$ cat src/rtl/y86_regfile_sb.sv
// y86_regfile_sb: Y86-64 register file with two read ports, two write ports and a reservation scoreboard
// Ports: clk/rst_n (async active-low); srcA/srcB -> valA/valB comb reads;
//   dstE/valE, dstM/valM write ports (M wins on conflict);
//   rsvE/rsvM/rsv_valid reservations; stall read-hazard flag;
//   err_clr clears the sticky reg_error.
// Optional macro Y86_RF_BYPASS_EN: forward same-cycle write data to reads and relax stall.
module y86_regfile_sb #(
  parameter int DATA_W = 64,
  parameter int IDX_W = 4,
  parameter int NUM_REGS = 15,
  parameter int RNONE = 15,
  parameter int SP_IDX = 4,
  parameter logic [DATA_W-1:0] SP_RESET = 1023,
  parameter int PEND_W = 2
) (
  input  logic              clk,
  input  logic              rst_n,
  input  logic [IDX_W-1:0]  srcA,
  input  logic [IDX_W-1:0]  srcB,
  output logic [DATA_W-1:0] valA,
  output logic [DATA_W-1:0] valB,
  input  logic [IDX_W-1:0]  dstE,
  input  logic [DATA_W-1:0] valE,
  input  logic [IDX_W-1:0]  dstM,
  input  logic [DATA_W-1:0] valM,
  input  logic [IDX_W-1:0]  rsvE,
  input  logic [IDX_W-1:0]  rsvM,
  input  logic              rsv_valid,
  output logic              stall,
  input  logic              err_clr,
  output logic              reg_error
);
  localparam int MAXC = (1 << PEND_W) - 1;
  function automatic logic vld(input logic [IDX_W-1:0] x);
    return int'(x) < NUM_REGS;
  endfunction
  function automatic logic ill(input logic [IDX_W-1:0] x);
    return !vld(x) && int'(x) != RNONE;
  endfunction
  logic [DATA_W-1:0] rd [NUM_REGS];
  logic [NUM_REGS-1:0] hz, ovf;
  for (genvar i = 0; i < NUM_REGS; i++) begin : g_r
    logic [DATA_W-1:0] q;
    logic [PEND_W-1:0] c;
    int inc, dec, nxt;
    assign inc = int'(rsv_valid && int'(rsvE) == i) + int'(rsv_valid && int'(rsvM) == i);
    assign dec = int'(int'(dstE) == i) + int'(int'(dstM) == i);
    // signed sum so that unreserved writes can go below zero before clamping
    assign nxt = int'(c) + inc - dec;
    assign ovf[i] = nxt > MAXC;
`ifdef Y86_RF_BYPASS_EN
    assign rd[i] = int'(dstM) == i ? valM : int'(dstE) == i ? valE : q;
    assign hz[i] = int'(c) - dec > 0;
`else
    assign rd[i] = q;
    assign hz[i] = c != '0 || dec != 0;
`endif
    always_ff @(posedge clk or negedge rst_n)
      if (!rst_n) begin
        q <= i == SP_IDX ? SP_RESET : '0;
        c <= '0;
      end else begin
        if (int'(dstM) == i) q <= valM;
        else if (int'(dstE) == i) q <= valE;
        c <= PEND_W'(nxt < 0 ? 0 : nxt > MAXC ? MAXC : nxt);
      end
  end
  assign valA = vld(srcA) ? rd[srcA] : '0;
  assign valB = vld(srcB) ? rd[srcB] : '0;
  assign stall = (vld(srcA) && hz[srcA]) || (vld(srcB) && hz[srcB]);
  logic err_set;
  assign err_set = ill(srcA) || ill(srcB) || ill(dstE) || ill(dstM) ||
                   (rsv_valid && (ill(rsvE) || ill(rsvM))) || |ovf;
  always_ff @(posedge clk or negedge rst_n)
    if (!rst_n) reg_error <= 1'b0;
    else reg_error <= err_set || (reg_error && !err_clr);
endmodule

$ cat config.mk
export PLATFORM = sky130hd
export DESIGN_NAME = y86_regfile_sb
export DESIGN_NICKNAME = d
export VERILOG_FILES = /design/src/rtl/y86_regfile_sb.sv
export SDC_FILE = /design/constraint.sdc
export NUM_CORES = 2
export LEC_CHECK = 0
export CAP_MARGIN = 0
export CORE_MARGIN = 4
export CORE_UTILIZATION = 30
export DETAILED_ROUTE_END_ITERATION = 10
export PLACE_DENSITY_LB_ADDON = 0.2
export SETUP_SLACK_MARGIN = 0.5
export SLEW_MARGIN = 15
export SYNTH_ARGS = -nofsm -noshare
export SYNTH_HDL_FRONTEND = slang
export SYNTH_SLANG_ARGS = --single-unit
$ cat constraint.sdc
create_clock -name clk -period 7.69 [get_ports clk]
set_input_delay 1.9225 -clock clk [delete_from_list [all_inputs] [get_ports clk]]
set_output_delay 1.9225 -clock clk [all_outputs]
set_load 0.05 [all_outputs]
# Word-level counts from Yosys, hierarchy flattened

Index checks and enable logic that the tools add are counted.

Register bits after elaboration: 991
Input bits: 156
Output and inout bits: 130
Word-level logic and storage cells: 387

$add $sub $neg: 60
Magnitude comparators: 40
Equality and inequality tests: 62
Multiplexer cells: 72
Bitwise operators: 2
Reductions and logical operators: 120

Operators by type and width:

| kind                 | count |
|---|---|
| $mux W64             | 36 |
| $bmux W64 S4         | 2 |
| $reduce_bool A32 Y1  | 15 |
| $eq A4 B4 Y1 const B | 32 |
| $eq A4 B3 Y1 const B | 16 |
| $add A1 B1 Y2        | 30 |
| $gt A4 B3 Y1 const B | 15 |
| $lt A4 B1 Y1 const B | 15 |
| $mux W2              | 30 |
| $reduce_bool A2 Y1   | 30 |
| $sub A3 B2 Y4        | 15 |
| $add A2 B2 Y3        | 15 |
| $logic_and A1 B1 Y1  | 40 |
| $eq A4 B2 Y1 const B | 8 |
| $lt A4 B4 Y1 const B | 6 |
| $ne A4 B1 Y1 const B | 6 |
| $logic_or A1 B1 Y1   | 23 |
| $logic_not A4 Y1     | 4 |
| $reduce_or A15 Y1    | 1 |
| $ge A5 B5 Y1 const B | 2 |
| $lt A4 B5 Y1 const B | 2 |
| $not A4 Y5           | 2 |
| $bmux W1 S4          | 2 |
| $logic_not A1 Y1     | 7 |
| $mux W1              | 2 |

# Logic depth before layout (Yosys ltp)

Depth after elaboration: 9
Mapped depth: 16
Mapped depth without buffers: 13

# Worst setup path before layout

OpenSTA, ideal clock, no wires.

Path type: input-to-output
From: in dstM[0]
To: out stall
Arrival: 4,433 ps
Required time: 5,767 ps
Setup slack: 1,335 ps
Cell stages on the path: 12
Buffers on the path: 3
Cell sequence: clkbuf_1 -> nand2b_1 -> nor2_1 -> buf_4 -> buf_2 -> inv_1 -> ha_1 -> nor3b_1 -> mux4_2 -> and3_1 -> a31oi_1 -> a32o_1

Word-level cells in the longest chain between the ends: 8
Elaborated cells on any way between the ends: 67
Classes of those cells: add/sub (15); eq/ne (14); mux (4); reduce/logical (34)

RTL lines:

| item                                 | line | RTL |
|---|---|---|
| start, declared                      | 24   | `input logic [IDX_W-1:0] dstM,` |
| $eq A4 B2 Y1 (tied with other cells) | 47   | `assign dec = int'(int'(dstE) == i) + int'(int'(dstM) == i);` |
| $add A1 B1 Y2                        | 47   |  |
| $reduce_bool A32 Y1                  | 56   | `assign hz[i] = c != '0 \|\| dec != 0;` |
| $logic_or A1 B1 Y1                   | 56   |  |
| $bmux W1 S4                          | 70   | `assign stall = (vld(srcA) && hz[srcA]) \|\| (vld(srcB) && hz[srcB]);` |
| $mux W1 (not written as such)        | 70   |  |
| $logic_and A1 B1 Y1                  | 70   |  |
| $logic_or A1 B1 Y1 (*)               | 70   |  |
| end, declared                        | 29   | `output logic stall,` |

Mark *: on every way between the ends. The rest lies on a longest branch, timed or not. The select of a mux whose other input is x is not followed.

# Worst setup path in the final report

From: in dstM[3]
To: out stall

The elaborated chain is that of the path after synthesis.

==> out/qor.csv <==
stage,metric,value,unit
critical_path,worstSetupPathType,input pin to output port,
clocking,cts_setup_buffers,0,
placement,gp_congestion,0.824,
timing,layout_worst_path_cycle_share,90.1,%
timing,hold_slack,490,ps
floorplan,dieArea,221000,µm²
critical_path,required,5770,ps
critical_path,timing.rr.start,g_r[8].c[0],
timing,setup_tns,0,ps
clocking,cts_buffers,132,
critical_path,slowest_delay,620,ps
logic_synthesis,avgSynthCellArea,10.6,µm²
clocking,cts_htree_levels,4,
logic_synthesis,synth_area_leaders,"dfrtp_1 38%, mux2i_1 19%, mux4_2 14%, o21ai_0 8.5%, nand2_1 6.9%",
critical_path,crit_top_cell,nand2_1,
logic_synthesis,syn-num-nets,6290,
timing,clock_skew,32.7,ps
logic_synthesis,synth_most_common_cell,mux2i_1,
critical_path,reg2reg_depth,7,
placement,portBuffers,285,
clocking,ctsResizeCount,0,
placement,post_dp_cell_area,69000,µm²
critical_path,critPathCaptureType,output port,
global_routing,grt_start_max_net_pins,129,
critical_path,r2r_slack,5160,ps
logic_synthesis,async_flop_share,100,%
global_routing,grt_pass1_vias,49700,
critical_path,path_max_fanout,18,
floorplan,die_x,470,µm
logic_synthesis,synth-seq-cells,991,
logic_synthesis,synth.largest_area_cell,dfrtp_1,
placement,dpl.hpwl,138000,µm
critical_path,path_cells,clkdlybuf4s50_1 -> nor2b_1 -> nand2_1 -> ha_4 -> or3b_2 -> nor2_1 -> nand2_1 -> a2111o_1 -> a32o_1 -> buf_12,
logic_synthesis,yosysWarnings,0,
final_layout,fin_area,73300,µm²
timing,layout_min_cycle_time,6930,ps
logic_synthesis,synth_common_cells,"1191 x mux2i_1, 1169 x nand2_1, 1091 x o21ai_0, 981 x dfrtp_1, 412 x clkbuf_1",
min_path,hold_depth,2,
final_layout,drive_gt1_share,13.8,%
global_routing,antenna_found_initial,46,
detailed_routing,drc,0,
logic_synthesis,synth_edf_count,0,
critical_path,cp_num_buf_inv,2,
critical_path,critical-path-top-delay-family,simple AND/OR/NAND/NOR gates,
clocking,hold_buffers,0,
floorplan,ios,286,
logic_synthesis,netlist-cell-type-count,47,
power,ir_worst_vdd,0.175,mV
logic_synthesis,syn_inst,6029,
critical_path,startpoint_type,input pin,
critical_path,endpoint,stall,
floorplan,die_y,470,µm
clocking,root_buffer,clkbuf_16,
clocking,clk_pin_slew_worst_paths,60,ps
timing,tightest_slew,1160,ps
critical_path,reg2reg_to,reg_error,
critical_path,crit_path_start,dstM[3],
detailed_routing,vias,49000,
floorplan,fp-row-count,169,
detailed_routing,dr.first_iter.drc_count,3846,
clocking,clkLatencyLatePin,790,ps
floorplan,initial_core_util,30.1,%
timing,rsz0062_at_grt,false,
global_routing,grt_pass1_wl,364000,µm
detailed_routing,dr.pass1.iters,6,
timing,hold_viol_final,0,
clocking,cts_sinks,991,
timing,maxClockFrequency,144,MHz
detailed_routing,antenna_left,0,
detailed_routing,drt-wirelength-per-cell,28.1,µm
critical_path,arrival,5010,ps
global_routing,grt_util_all_layers,22.2,%
timing,maxSlewViolCount,0,
min_path,hold_class,register to register,
detailed_routing,wirelength,250000,µm
timing,maxSlewHeadroom,22.7,%
power,p_leak,31.2,nW
logic_synthesis,synth.top_cell.area_share,38.4,%
power,power_density,255,nW/µm²
clocking,cts_tree,built,
timing,finalSetupViolCount,0,
final_layout,area_growth_syn_to_layout,14.6,%
clocking,ctsLongestPathBuffers,3,
run,drv_cap,0,
final_layout,final_nets,6200,
outcome,outcome,"finished, final reports clean",
global_routing,grt-ovfl-total,0,
critical_path,critPathSlowestCell,clkdlybuf4s50_1,
logic_synthesis,synth_ff_type,dfrtp_1,
floorplan,fp.coreArea,212000,µm²
critical_path,path_depth,10,
detailed_routing,vias_per_cell,5.52,
logic_synthesis,synth_area,63900,µm²
logic_synthesis,synth-seq-area-share,38.8,%
## worst min path at each step
stage / startpoint / end / slack, ps
6_report: g_r[4].q[4] / g_r[4].q[4] / 490
5_1_grt: g_r[4].q[0] / g_r[4].q[0] / 500
4_1_cts: g_r[4].q[0] / g_r[4].q[0] / 490
3_5_place_dp: g_r[4].q[0] / g_r[4].q[0] / 480
3_3_place_gp: g_r[4].q[0] / g_r[4].q[0] / 470
2_1_floorplan: g_r[2].q[11] / g_r[2].q[11] / 460
## logic make-up after synthesis
kind of cell,share of synthesized area (%)
muxes,35.3
and+or+nand+nor,7.98
AOI/OAI and AO/OA,9.94
DFF,38.8
buffers and inverters,5.30
adders and majority gates,2.58
xor gates and xnor gates,0.137
## power breakdown
part / internal, mW / total, mW / leakage [nW] / switching (mW)
clock: 3.62 / 6.21 / 2.08 / 2.59
combinational: 2.29 / 5.30 / 16.9 / 3.01
sequential: 6.34 / 7.20 / 12.3 / 0.868
total: 12.2 / 18.7 / 31.2 / 6.47
## per-stage QoR
step           total power [mW]  setup WS [ps]  instances  util, %
6_report                   18.7            759       8878     34.6
5_1_grt                    19.7            574       8864     34.5
4_1_cts                    18.9            683       8858     34.5
3_5_place_dp               12.6            706       8626     32.5
3_3_place_gp               12.4            648       8626     32.5
2_1_floorplan              10.7           1330       6029        -
## layout make-up
cell class	count	area [µm²]
clock buffer	197	3870
fill	21300	139000
tap	2821	3530
timing repair buffer	398	4110
sequential	991	24800
inverter	129	519
multi-input combinational	4287	36000
antenna	20	50.0
clock inverter	35	365
## cell usage in the layout (no fill, tap or decap), types with 8 or more instances in the layout
cell type / synthesis / routed
mux2i_1: 1191 / 1191
nand2_1: 1169 / 1168
o21ai_0: 1091 / 1091
dfrtp_1: 981 / 981
mux4_2: 406 / 406
clkdlybuf4s50_1: 0 / 212
clkbuf_16: 0 / 136
buf_4: 59 / 135
inv_1: 129 / 122
mux4_1: 56 / 56
o22ai_1: 54 / 54
fa_1: 45 / 45
ha_1: 60 / 45
buf_12: 3 / 43
a21oi_1: 38 / 38
clkbuf_1: 412 / 37
clkbuf_8: 0 / 25
nor2_1: 26 / 22
diode_2: 0 / 20
nor3b_1: 19 / 18
clkinv_2: 0 / 18
nand3_1: 21 / 17
nor2b_1: 17 / 15
a31oi_1: 15 / 15
ha_4: 0 / 15
inv_6: 0 / 12
nand3b_1: 11 / 11
xnor2_1: 10 / 10
dfstp_2: 10 / 10
a221oi_1: 8 / 8
## metal layers
layer  vias up  wire, µm  global-route usage (%)
met3       386     15200                    4.33
met5         -       208                       0
met1     25400    111000                    30.4
met4        32      7140                    6.47
li1      21600         -                       -
met2      1557    116000                    35.7
## sequential cells by signal (all words and copies together), names as in the netlist
register,count
g_r.c,30
g_r.q,960
reg_error,1
## worst register-to-register path, cell delays in order, from the launching register on
cell	delay [ps]
dfrtp_1	380
inv_1	70
fa_1	480
fa_1	520
o211ai_1	140
o21ai_0	220
nor4_1	430
nand4_1	160
Note: power is estimated with default switching activity, not from simulation.
